### src/rtl/cpu_types_pkg.sv
// cpu_types_pkg
//   Shared CPU types used by the memory arbiter and its timer.
//   word_t       : 32-bit machine word
//   arb_state_t  : arbiter FSM states (IDLE, IACC, DACC)
//   grant_side_t : which requester won the most recent grant
//   TIMER_W      : width of the arbiter timeout counter (TIMEOUT is 1..255)
package cpu_types_pkg;

    typedef logic [31:0] word_t;

    typedef enum logic [1:0] {
        IDLE = 2'd0,
        IACC = 2'd1,
        DACC = 2'd2
    } arb_state_t;

    typedef enum logic {
        GRANT_I = 1'b0,
        GRANT_D = 1'b1
    } grant_side_t;

    localparam int TIMER_W = 8;

endpackage

### src/rtl/mem_arb_timer.sv
// mem_arb_timer
//   Counts granted cycles that have not yet seen ramready and flags the
//   cycle in which the count would reach TIMEOUT.
//   Parameters:
//     TIMEOUT  : number of stalled granted cycles allowed (1..255)
//   Ports:
//     clk      in   clock, rising edge
//     rst_n    in   asynchronous active-low reset
//     clear_i  in   zero the counter (held while the arbiter is idle)
//     enable_i in   count this cycle (granted, request live, no ramready)
//     expire_o out  this enabled cycle is the TIMEOUT-th stalled cycle
module mem_arb_timer
    import cpu_types_pkg::*;
#(
    parameter int TIMEOUT = 16
) (
    input  logic clk,
    input  logic rst_n,
    input  logic clear_i,
    input  logic enable_i,
    output logic expire_o
);

    localparam logic [TIMER_W-1:0] LAST_COUNT = TIMER_W'(TIMEOUT - 1);

    logic [TIMER_W-1:0] count_q;
    logic [TIMER_W-1:0] count_d;

    // Clear wins over enable so a fresh grant always starts from zero.
    always_comb begin
        count_d = count_q;
        if (clear_i) begin
            count_d = '0;
        end else if (enable_i) begin
            count_d = count_q + TIMER_W'(1);
        end
    end

    // Counter register.
    always_ff @(posedge clk or negedge rst_n) begin
        if (!rst_n) begin
            count_q <= '0;
        end else begin
            count_q <= count_d;
        end
    end

    // Expire fires in the stalled cycle that would bring the count to
    // TIMEOUT, so the arbiter leaves after exactly TIMEOUT stalled cycles.
    assign expire_o = enable_i && !clear_i && (count_q == LAST_COUNT);

endmodule

### src/rtl/mem_arbiter.sv
// mem_arbiter
//   Shares the single RAM port between instruction fetch and data access.
//   An FSM grants one requester per access and forwards that requester's
//   live command to the RAM until ramready, a withdrawal, or a timeout.
//   Optional macro: MEM_ARB_FAIR_EN
//     defined   : ties in IDLE go to the side that lost the previous grant
//     undefined : ties in IDLE always go to the data side
//   Parameters:
//     TIMEOUT    : stalled granted cycles before an access is aborted (1..255)
//   Ports:
//     clk, rst_n                  clock / asynchronous active-low reset
//     iREN_i, iaddr_i             instruction read request and address
//     iwait_o, iload_o            instruction not done / fetched word
//     dREN_i, dWEN_i              data read / write request (write dominates)
//     daddr_i, dstore_i           data address / write data
//     dwait_o, dload_o            data not done / read data
//     ramREN_o, ramWEN_o          RAM read / write strobes
//     ramaddr_o, ramstore_o       RAM address / write data
//     ramload_i, ramready_i       RAM read data / access complete
//     arb_err_o                   sticky: some access timed out
module mem_arbiter
    import cpu_types_pkg::*;
#(
    parameter int TIMEOUT = 16
) (
    input  logic  clk,
    input  logic  rst_n,
    input  logic  iREN_i,
    input  word_t iaddr_i,
    output logic  iwait_o,
    output word_t iload_o,
    input  logic  dREN_i,
    input  logic  dWEN_i,
    input  word_t daddr_i,
    input  word_t dstore_i,
    output logic  dwait_o,
    output word_t dload_o,
    output logic  ramREN_o,
    output logic  ramWEN_o,
    output word_t ramaddr_o,
    output word_t ramstore_o,
    input  word_t ramload_i,
    input  logic  ramready_i,
    output logic  arb_err_o
);

    arb_state_t state_q;
    logic       arb_err_q;
`ifdef MEM_ARB_FAIR_EN
    grant_side_t last_grant_q;
`endif

    logic iReq;
    logic dReq;
    logic dWins;
    logic iDone;
    logic dDone;
    logic grantLive;
    logic timerClear;
    logic timerEnable;
    logic timerExpire;

    assign iReq = iREN_i;
    assign dReq = dREN_i | dWEN_i;

    // Tie resolution used only when deciding a grant from IDLE.
`ifdef MEM_ARB_FAIR_EN
    assign dWins = dReq && (!iReq || (last_grant_q == GRANT_I));
`else
    assign dWins = dReq;
`endif

    // A completion only counts while the granted requester still asks;
    // a withdrawn request never sees a hit even if ramready arrives.
    assign iDone     = (state_q == IACC) && iReq && ramready_i;
    assign dDone     = (state_q == DACC) && dReq && ramready_i;
    assign grantLive = ((state_q == IACC) && iReq) || ((state_q == DACC) && dReq);

    assign timerClear  = (state_q == IDLE);
    assign timerEnable = grantLive && !ramready_i;

    mem_arb_timer #(
        .TIMEOUT (TIMEOUT)
    ) u_timer (
        .clk      (clk),
        .rst_n    (rst_n),
        .clear_i  (timerClear),
        .enable_i (timerEnable),
        .expire_o (timerExpire)
    );

    // Arbiter FSM: grant from IDLE, return to IDLE on completion,
    // withdrawal or timeout; timeout also latches the sticky error.
    always_ff @(posedge clk or negedge rst_n) begin
        if (!rst_n) begin
            state_q      <= IDLE;
            arb_err_q    <= 1'b0;
`ifdef MEM_ARB_FAIR_EN
            last_grant_q <= GRANT_I;
`endif
        end else begin
            case (state_q)
                IDLE: begin
                    if (dWins) begin
                        state_q <= DACC;
`ifdef MEM_ARB_FAIR_EN
                        last_grant_q <= GRANT_D;
`endif
                    end else if (iReq) begin
                        state_q <= IACC;
`ifdef MEM_ARB_FAIR_EN
                        last_grant_q <= GRANT_I;
`endif
                    end
                end
                IACC: begin
                    if (!iReq || ramready_i) begin
                        state_q <= IDLE;
                    end else if (timerExpire) begin
                        state_q   <= IDLE;
                        arb_err_q <= 1'b1;
                    end
                end
                DACC: begin
                    if (!dReq || ramready_i) begin
                        state_q <= IDLE;
                    end else if (timerExpire) begin
                        state_q   <= IDLE;
                        arb_err_q <= 1'b1;
                    end
                end
                default: begin
                    state_q <= IDLE;
                end
            endcase
        end
    end

    // RAM command follows the granted requester's live inputs so a
    // withdrawn request drops its strobe in the same cycle.
    always_comb begin
        ramREN_o   = 1'b0;
        ramWEN_o   = 1'b0;
        ramaddr_o  = '0;
        ramstore_o = '0;
        case (state_q)
            IACC: begin
                ramREN_o  = iREN_i;
                ramaddr_o = iaddr_i;
            end
            DACC: begin
                ramWEN_o   = dWEN_i;
                ramREN_o   = dREN_i && !dWEN_i;
                ramaddr_o  = daddr_i;
                ramstore_o = dstore_i;
            end
            default: begin
                ramREN_o = 1'b0;
            end
        endcase
    end

    assign iwait_o   = iReq && !iDone;
    assign dwait_o   = dReq && !dDone;
    assign iload_o   = iDone ? ramload_i : '0;
    assign dload_o   = dDone ? ramload_i : '0;
    assign arb_err_o = arb_err_q;

endmodule

### config.mk
export PLATFORM = sky130hd
export DESIGN_NAME = mem_arbiter
export DESIGN_NICKNAME = d
export VERILOG_FILES = /design/src/rtl/cpu_types_pkg.sv /design/src/rtl/mem_arb_timer.sv /design/src/rtl/mem_arbiter.sv
export SDC_FILE = /design/constraint.sdc
export NUM_CORES = 1
export LEC_CHECK = 0
export ABC_AREA = 1
export CAP_MARGIN = 15
export CORE_AREA = 2 2 105 107
export DETAILED_ROUTE_END_ITERATION = 10
export DIE_AREA = 0 0 107 109
export GPL_TIMING_DRIVEN = 0
export PLACE_DENSITY = 0.62
export SLEW_MARGIN = 40
export SYNTH_ARGS = -nofsm -noshare
export SYNTH_HDL_FRONTEND = slang
export SYNTH_SLANG_ARGS = --single-unit
export TNS_END_PERCENT = 5
### constraint.sdc
create_clock -name clk -period 2.93 [get_ports clk]
set_input_delay 0.586 -clock clk [delete_from_list [all_inputs] [get_ports clk]]
set_output_delay 0.586 -clock clk [all_outputs]
set_load 0.05 [all_outputs]
# After elaboration in Yosys (flattened, before gate mapping)
# Index checks and enable logic that the tools add are counted.
[op_classes]
eq_ne = 6
bitwise_logic = 1
add_sub_neg = 1
reduce_logical = 24
mux = 18
[ops]
columns = ["operator", "n"]
rows = [
  ["32-bit two-way mux", 3],
  ["32-bit case mux with 2 select lines", 1],
  ["8-bit two-way mux", 2],
  ["1-bit logical AND", 10],
  ["2-bit two-way mux", 5],
  ["8-bit by 1-bit adder with 8-bit output, second input constant", 1],
  ["8-bit by 4-bit equality test with 1-bit output, second input constant", 1],
  ["1-bit zero test", 7],
  ["2-bit case mux with 3 select lines", 1],
  ["1-bit two-way mux", 4],
  ["2-bit inequality test, second input constant", 2],
  ["1-bit case mux with 2 select lines", 2],
  ["2-bit nonzero test", 2],
  ["1-bit logical OR", 3],
  ["3-bit inequality test, second input constant", 1],
  ["3-bit AND reduction", 1],
  ["2-bit by 1-bit equality test with 1-bit output, second input constant", 1],
  ["2-bit equality test, second input constant", 1],
  ["2-bit zero test", 1],
  ["1-bit OR", 1],
]
[totals]
input_bits = 134
output_inout_bits = 133
elab_cells = 53
register_bits = 11

# Depth between registers and ports, before layout
[logic_depth]
word_depth = 9
ltp_mapped = 11
mapped_depth_nobuf = 11

# By module
# From an unflattened synthesis, not the netlist that was laid out.
[hier_totals]
cells_unflattened = 382
area_unflattened_um2 = 1854.3
[modules_own_cells]
columns = ["module", "n_inst", "seq_area_each_um2", "area_per_inst_um2", "cells_per_inst"]
rows = [
  ["mem_arbiter", 1, 75.1, 1438.9, 328],
  ["mem_arb_timer", 1, 200.2, 415.4, 54],
]

# Least setup slack after synthesis
# No wires, ideal clock.
[synth_path]
path_kind = "register to output"
startpoint = "register state_q[1]"
endpoint = "output port ramaddr_o[0]"
t_arrival_ns = 1.889
slack_ns = 0.455
path_stages_with_launch = 7
t_required_ns = 2.344
cell_sequence = "dfrtp_1 > inv_1 > ha_1 > buf_2 > clkbuf_1 > nand2_1 > a21oi_1"
[synth_via]
elab_chain_len = 2
word_cells_on_any_way = 3
cone_classes = "eq/ne (2); mux (1)"
[synth_rtl]
columns = ["element", "line_no", "text"]
rows = [
  ["start: declaration", "mem_arbiter.sv:47", "arb_state_t state_q;"],
  ["start signal: assignment", "mem_arbiter.sv:96", "state_q <= IDLE;"],
  ["start signal: assignment", "mem_arbiter.sv:105", "state_q <= DACC;"],
  ["start signal: assignment", "mem_arbiter.sv:110", "state_q <= IACC;"],
  ["2-bit equality test or 2-bit by 1-bit equality test with 1-bit output (tied branches)", "mem_arbiter.sv:146", "case (state_q)"],
  ["32-bit case mux with 2 select lines (*)", "mem_arbiter.sv:146", ""],
  ["end: declaration", "mem_arbiter.sv:40", "output word_t ramaddr_o,"],
]
# Every way passes the cells marked *; elsewhere a longest branch is shown, timed or not.

# Worst setup path in the final report
[layout_path]
startpoint = "input port ramready_i"
endpoint = "output port iload_o[23]"
[layout_via]
elab_chain_len = 2
[layout_rtl]
columns = ["element", "line_no", "text"]
rows = [
  ["start: declaration", "mem_arbiter.sv:43", "input logic ramready_i,"],
  ["1-bit logical AND", "mem_arbiter.sv:75", "assign iDone = (state_q == IACC) && iReq && ramready_i;"],
  ["32-bit two-way mux", "mem_arbiter.sv:165", "assign iload_o = iDone ? ramload_i : '0;"],
  ["end: declaration", "mem_arbiter.sv:31", "output word_t iload_o,"],
]
# Every way passes these cells.

==> flow_metrics.tcl <==
set metrics [dict create \
    status "complete, no violations" \
    seq_area_um2 275 \
    crit_fanout 10 \
    cp_cell_sequence "clkdlybuf4s50_1 > inv_1 > nor2_1 > inv_1 > buf_2 > nor2_1 > clkdlybuf4s15_2" \
    min_path_cells 1 \
    first_global_vias 3028 \
    clockPowerShare 0.046 \
    start_util 0.176 \
    hold_class "reg2reg" \
    worstSkewPairLatency_ns 0.24 \
    cp_slowest_cell "clkdlybuf4s50_1" \
    grt_start_max_net_pins 12 \
    p_int_w 0.00100 \
    grt_pass1_wl_mm 15.2 \
    sequentialPowerShare 0.059 \
    route.vias.total 3272 \
    netSwitchingFraction 0.693 \
    rows 38 \
    synthTopCellsByArea "nand2_1 (26%), inv_1 (17%), nor2_1 (15%)" \
    first_pass_iters 5 \
    drt_wl_total_mm 10.8 \
    cts_root_buf "clkbuf_8" \
    maxCapViolCount 0 \
    syn_area_mm2 0.00187 \
    grt.overflow.total 0 \
    synth_warnings 0 \
    syn_nets 528 \
    ys_seq_elements 11 \
    clock.fmax_ghz 0.354 \
    dp_slack_ns -0.409 \
    place_congestion 0.843 \
    cp-end-kind "primary output" \
    fillCellCount 1175 \
    antenna_found_initial 0 \
    fin_cells 799 \
    clkTransAtPathRegs_ns 0.05 \
    cts_tree "done" \
    synth_cell_types 23 \
    hold_end "arb_err_o$_DFFE_PN0P_" \
    fin_area_mm2 0.00437 \
    seq_area_frac_synth 0.147 \
    fin_crit_sh 0.965 \
    cts_setup_buffers 0 \
    place.detailed.hpwl_mm 9.23 \
    areaGrowthSynthToFinish_pct 133 \
    cts_max_path_buffers 2 \
    ios 267 \
    r2r_start "state_q[0]$_DFFE_PN0P_" \
    dp_cells 795 \
    ir_worst_vdd_mv 0.442 \
    drive_gt1_frac 0.173 \
    yosys.area.top_type "nand2_1" \
    critPathLaunchType "primary input" \
    hold_start "arb_err_o$_DFFE_PN0P_" \
    placed_area_mm2 0.00471 \
    rsz0062_at_grt "yes" \
    p_per_area_mw_per_mm2 747 \
    ctsHoldBuffers 0 \
    tightest_slew_ns 0.615 \
    crit_family "buffers and inverters" \
    cts_htree_levels 1 \
    drc 0 \
    cts_buffers 3 \
    detail-route-antenna-nets 0 \
    yosysTopAreaCellShare 0.259 \
    p_switching_w 0.00226 \
    die_y_um 109 \
    fin_crit_ns 2.83 \
    final_nets 799 \
    arrival_ns 2.24 \
    die_w_um 107 \
    via_per_inst 4.10 \
    hold_ws_ns 0.494 \
    slowest_delay_ns 0.57 \
    cts.sinks 11 \
    multi_input_area_mm2 0.00119 \
    grt_usage 0.164 \
    cp_data_required_time_ns 2.34 \
    regToRegEndpoint "state_q[1]$_DFFE_PN0P_" \
    dieArea_mm2 0.0117 \
    port_buffers 266 \
    reg2reg_depth 11 \
    drtIter0Drc 230 \
    worstSetupPathType "in2out" \
    relSlewSlack 0.589 \
    wl_per_cell_um 13.5 \
    power_leakage_nw 2.52 \
    avgSynthCellArea_um2 4.81 \
    setup_slack_ns 0.103 \
    r2r_setup_slack_ns 1.27 \
    setup_viol 0 \
    synthCells 389 \
    clock_skew_ns 0.000437 \
    diodes 0 \
    setup-tns-final_ns 0 \
    core_area_mm2 0.0106 \
    slew_violations 0 \
    power_frac_comb 0.895 \
    finalHoldViolCount 0 \
    path_buf_inv 5 \
]
final cells by class:
cell class	instances	share of cell area
timing repair buffer	266	0.520
multi-input combinational	275	0.273
inverter	83	0.0713
sequential	11	0.0630
tap	140	0.0401
buffer	20	0.0218
clock buffer	3	0.00946
clock inverter	1	0.00115
kinds of logic after synthesis:
kind of cell	share of synthesized area
AO/OA/AOI/OAI	0.120
XOR/XNOR	0.0140
adder cells (fa/ha/maj)	0.0334
buffers and inverters	0.215
flip-flops	0.147
AND/OR/NAND/NOR	0.471
worst max-delay path by stage:
stage,start,endpoint,cells past startpoint
global placement,ramready_i,iload_o[29],7
finish,ramready_i,iload_o[23],7
floorplan,state_q[1]$_DFFE_PN0P_,ramaddr_o[0],6
detailed placement,ramready_i,iload_o[29],7
global route,state_q[1]$_DFFE_PN0P_,iload_o[7],9
CTS,dWEN_i,dload_o[29],7
repair_timing:
action / in CTS / in global routing
hold endpoints to repair: 0 / 0
pin swaps: 0 / 0
endpoints found under the setup margin: 129 / 94
gates resized for setup: 233 / 149
state kept, by name, summed over array words and instances, names as in the netlist:
register / count
u_timer.count_q: 8
state_q: 2
arb_err_o: 1
cells in the final DEF, fill, tap and decap left out, types with 3 or more instances in the layout:
cell,count
clkdlybuf4s50_1,136
nand2_1,129
inv_1,83
nor2_1,75
clkbuf_2,51
buf_2,42
a21oi_1,33
dlygate4sd2_1,28
clkdlybuf4s15_2,14
nand3_1,12
dfrtp_1,11
clkdlybuf4s15_1,7
ha_1,5
dlymetal6s2s_1,4
o21ai_1,3
nor3_1,3
o21ai_0,3
clkbuf_8,3
power groups by stage:
stage | clock network [W] | logic [W] | registers, W
after detailed placement | 0 | 0.00320 | 0.000196
after floorplan | 0 | 0.00205 | 0.000190
final | 0.000150 | 0.00292 | 0.000194
after CTS | 0.000156 | 0.00299 | 0.000193
after global routing | 0.000169 | 0.00312 | 0.000196
after global placement | 0 | 0.00318 | 0.000194
per-layer routing:
layer / track usage / vias to the layer above / part of all wire
met1: 0.173 / 1428 / 0.36
met3: 0.0628 / 10 / 0.11
met5: 0 / - / 0
met4: 0.0325 / 0 / 0.012
met2: 0.312 / 159 / 0.52
li1: - / 1675 / -
synthesized netlist by cell type:
cell / count
o31ai_1: 1
a21oi_1: 33
nand2_2: 1
nand3_1: 12
o21ai_1: 3
nor2_1: 75
nor3_2: 1
o21a_1: 1
nor2_4: 1
o21bai_1: 1
xor2_1: 2
dfrtp_1: 11
o21ai_0: 3
ha_1: 5
inv_1: 83
buf_2: 12
buf_1: 3
nand2_1: 129
xnor2_1: 1
o22ai_1: 1
clkbuf_1: 5
nand4_1: 2
nor3_1: 3
per-stage QoR:
step / total power, W / util
final: 0.00326 / 0.412
after CTS: 0.00334 / 0.446
after detailed placement: 0.00339 / 0.444
after floorplan: 0.00224 / -
after global placement: 0.00337 / 0.444
after global routing: 0.00348 / 0.412
worst reg2reg max path, delay by kind of cell (launching register included):
kind | cells | cell delay (ns)
simple gates | 9 | 0.78
buf+inv | 1 | 0.13
flops | 1 | 0.41
fa+ha+maj | 1 | 0.23
No activity file was read; power rests on OpenSTA's default activity.
==> patch (config.mk and constraints unchanged) <==
Change the package constant `TIMER_W` from 8 to 9.
--- a/src/rtl/cpu_types_pkg.sv
+++ b/src/rtl/cpu_types_pkg.sv
@@ -19,7 +19,7 @@
         GRANT_D = 1'b1
     } grant_side_t;
 
-    localparam int TIMER_W = 8;
+    localparam int TIMER_W = 9;
 
 endpackage
 
Formal check against the unedited RTL: same outputs for any inputs over 10 cycles, from zero or initial values and one cycle with rst_n low; that may be too few to reach the edited logic, so the function may still have changed.
==> patch against the unedited design <==
Critical path depth down 2; synthesized area up 0.33%; total power down 0.60%; worst setup slack better by 0.0069 ns; routed wire length down 0.65%; final area up 0.52%; largest power group unchanged; sequential cell count up 1; highest routed layer unchanged; utilization up 0.21 points.
==> patch: results (changes against the unedited design) <==
vias per std cell - 4.073 (-0.55%)
status - finished, final reports clean
leakage - 0.002522 uW (about the same)
gr usage total - 0.1673 (+0.003103)
largest register by flop count - u_timer.count_q
largest net degree at the start of global routing - 13 (+1)
post-synthesis xor/xnor area fraction - 0.009333 (-0.004713)
Compound-Gate Fraction of Synth Area - 0.1327 (+0.01293)
gpl congestion - 0.7890 (-6.4%)
Seq/Total Area, Yosys - 0.1600 (+0.01284)
final wirelength - 10690 um (-0.65%)
synth cell count leaders - nand2_1 (127), inv_1 (81), nor2_1 (80)
first-iteration detailed-routing DRC count - 205 (-11%)
Setup Skew - 0.001604 ns (+0.001167 ns)
first-pass GRT wire length - 15580 um (+2.7%)
VDD IR-drop max - 286.0 uV (-35%)
Yosys cell types - 21 (-8.7%)
# fillers - 1156 (-1.6%)
Worst Tran Pin Value - 0.5821 ns (-0.03320 ns)
Synth Area in Adders - 0.03333 (-0.0001115)
vias in the first global route - 3009 (-0.63%)
Setup WS pre-CTS - -0.3733 ns (+0.03623 ns)
Yosys warning count - 0 (unchanged)
1st-pass router iterations - 4 (-1)
Area contributors post-synth - nand2_1 (25%), inv_1 (16%), dfrtp_1 (16%), nor2_1 (16%), a21oi_1 (9.3%)
share of cells above drive strength 1 - 0.1533 (-0.01973)
Max FO, Critical Path - 5 (-5)
Final HPWL DP - 8948 um (-3.0%)
Post-CTS Setup Bufs - 0 (unchanged)
Net Count, Synth - 529 (+0.19%)
Layout Nets - 800 (+0.13%)
max reg flops - 9 (+1)
## patch: changes by cell type after synthesis, sizes merged, moves of 2 or more
| cell | change |
|---|---|
| a21oi | +2 |
| nand3 | -4 |
| o21ai | +3 |
| clkbuf | +3 |
| buf | -3 |
| nor3 | -4 |
| nor2 | +4 |
## patch: worst paths after layout
path	from	endpoint	slack, ns	depth (start not counted)
worst max register to register	state_q[0]	state_q[1]	1.25	11
worst max-delay path	iREN_i	iwait_o	0.11	5
max in group asynchronous	rst_n	u_timer.count_q[2]	1.86	1
min in group asynchronous	rst_n	u_timer.count_q[0]	0.71	1
worst min register to register	arb_err_o	arb_err_o	0.48	1
worst min-delay path	arb_err_o	arb_err_o	0.48	1
## patch: report_power, final
group	internal [uW]	leakage, uW	switching [uW]	total (uW)
registers	186	0.000165	21.1	207
clock network	90.5	0.0000216	59.8	150
logic	716	0.00234	2170	2890
total	992	0.00252	2250	3240
## patch: cells by family after synthesis
family,count (synthesis)
xor gates and xnor gates,2
DFF,12
AOI/OAI and AO/OA,48
buffers and inverters,103
adders and majority gates,5
and+or+nand+nor,220
## patch: area by class of cell
type	instances	area [um^2]	area share
well taps	140	175.2	0.03991
plain buffers	20	93.84	0.02138
flip-flops and latches	12	300.3	0.06842
clock buffers	3	41.29	0.009407
inverters	83	311.5	0.07098
repair buffers	266	2288	0.5214
multi-input cells	275	1179	0.2685
## patch: worst max-delay path: stages
cell and delay [ns]:
clkdlybuf4s50_1 0.52, nand2_1 0.15, nor2_1 0.06, nor2_1 0.08, clkdlybuf4s50_1 0.84
## patch: timing repair
item | CTS | global route
endpoints found under the hold margin | 0 | 0
setup endpoints to repair | 129 | 87
gates resized for setup | 202 | 110
gates cloned | 0 | 0
## patch: per-stage QoR
stage                 util  cells  setup TNS, ns  instance area, um^2
global placement    0.4447    796         -18.02                 4715
floorplan                -    390              0                 1877
finish              0.4140    799              0                 4389
CTS                 0.4419    799              0                 4686
detailed placement  0.4447    796         -18.75                 4715
global route        0.4140    799       -0.02423                 4389
## patch: metal layers
metal  GRT usage  routed length (um)  share of wire
met1      0.1966                4202           0.39
met2      0.3098                5518           0.52
met3     0.04124                 827          0.077
met4     0.03154                 136          0.013
met5           0                   0              0
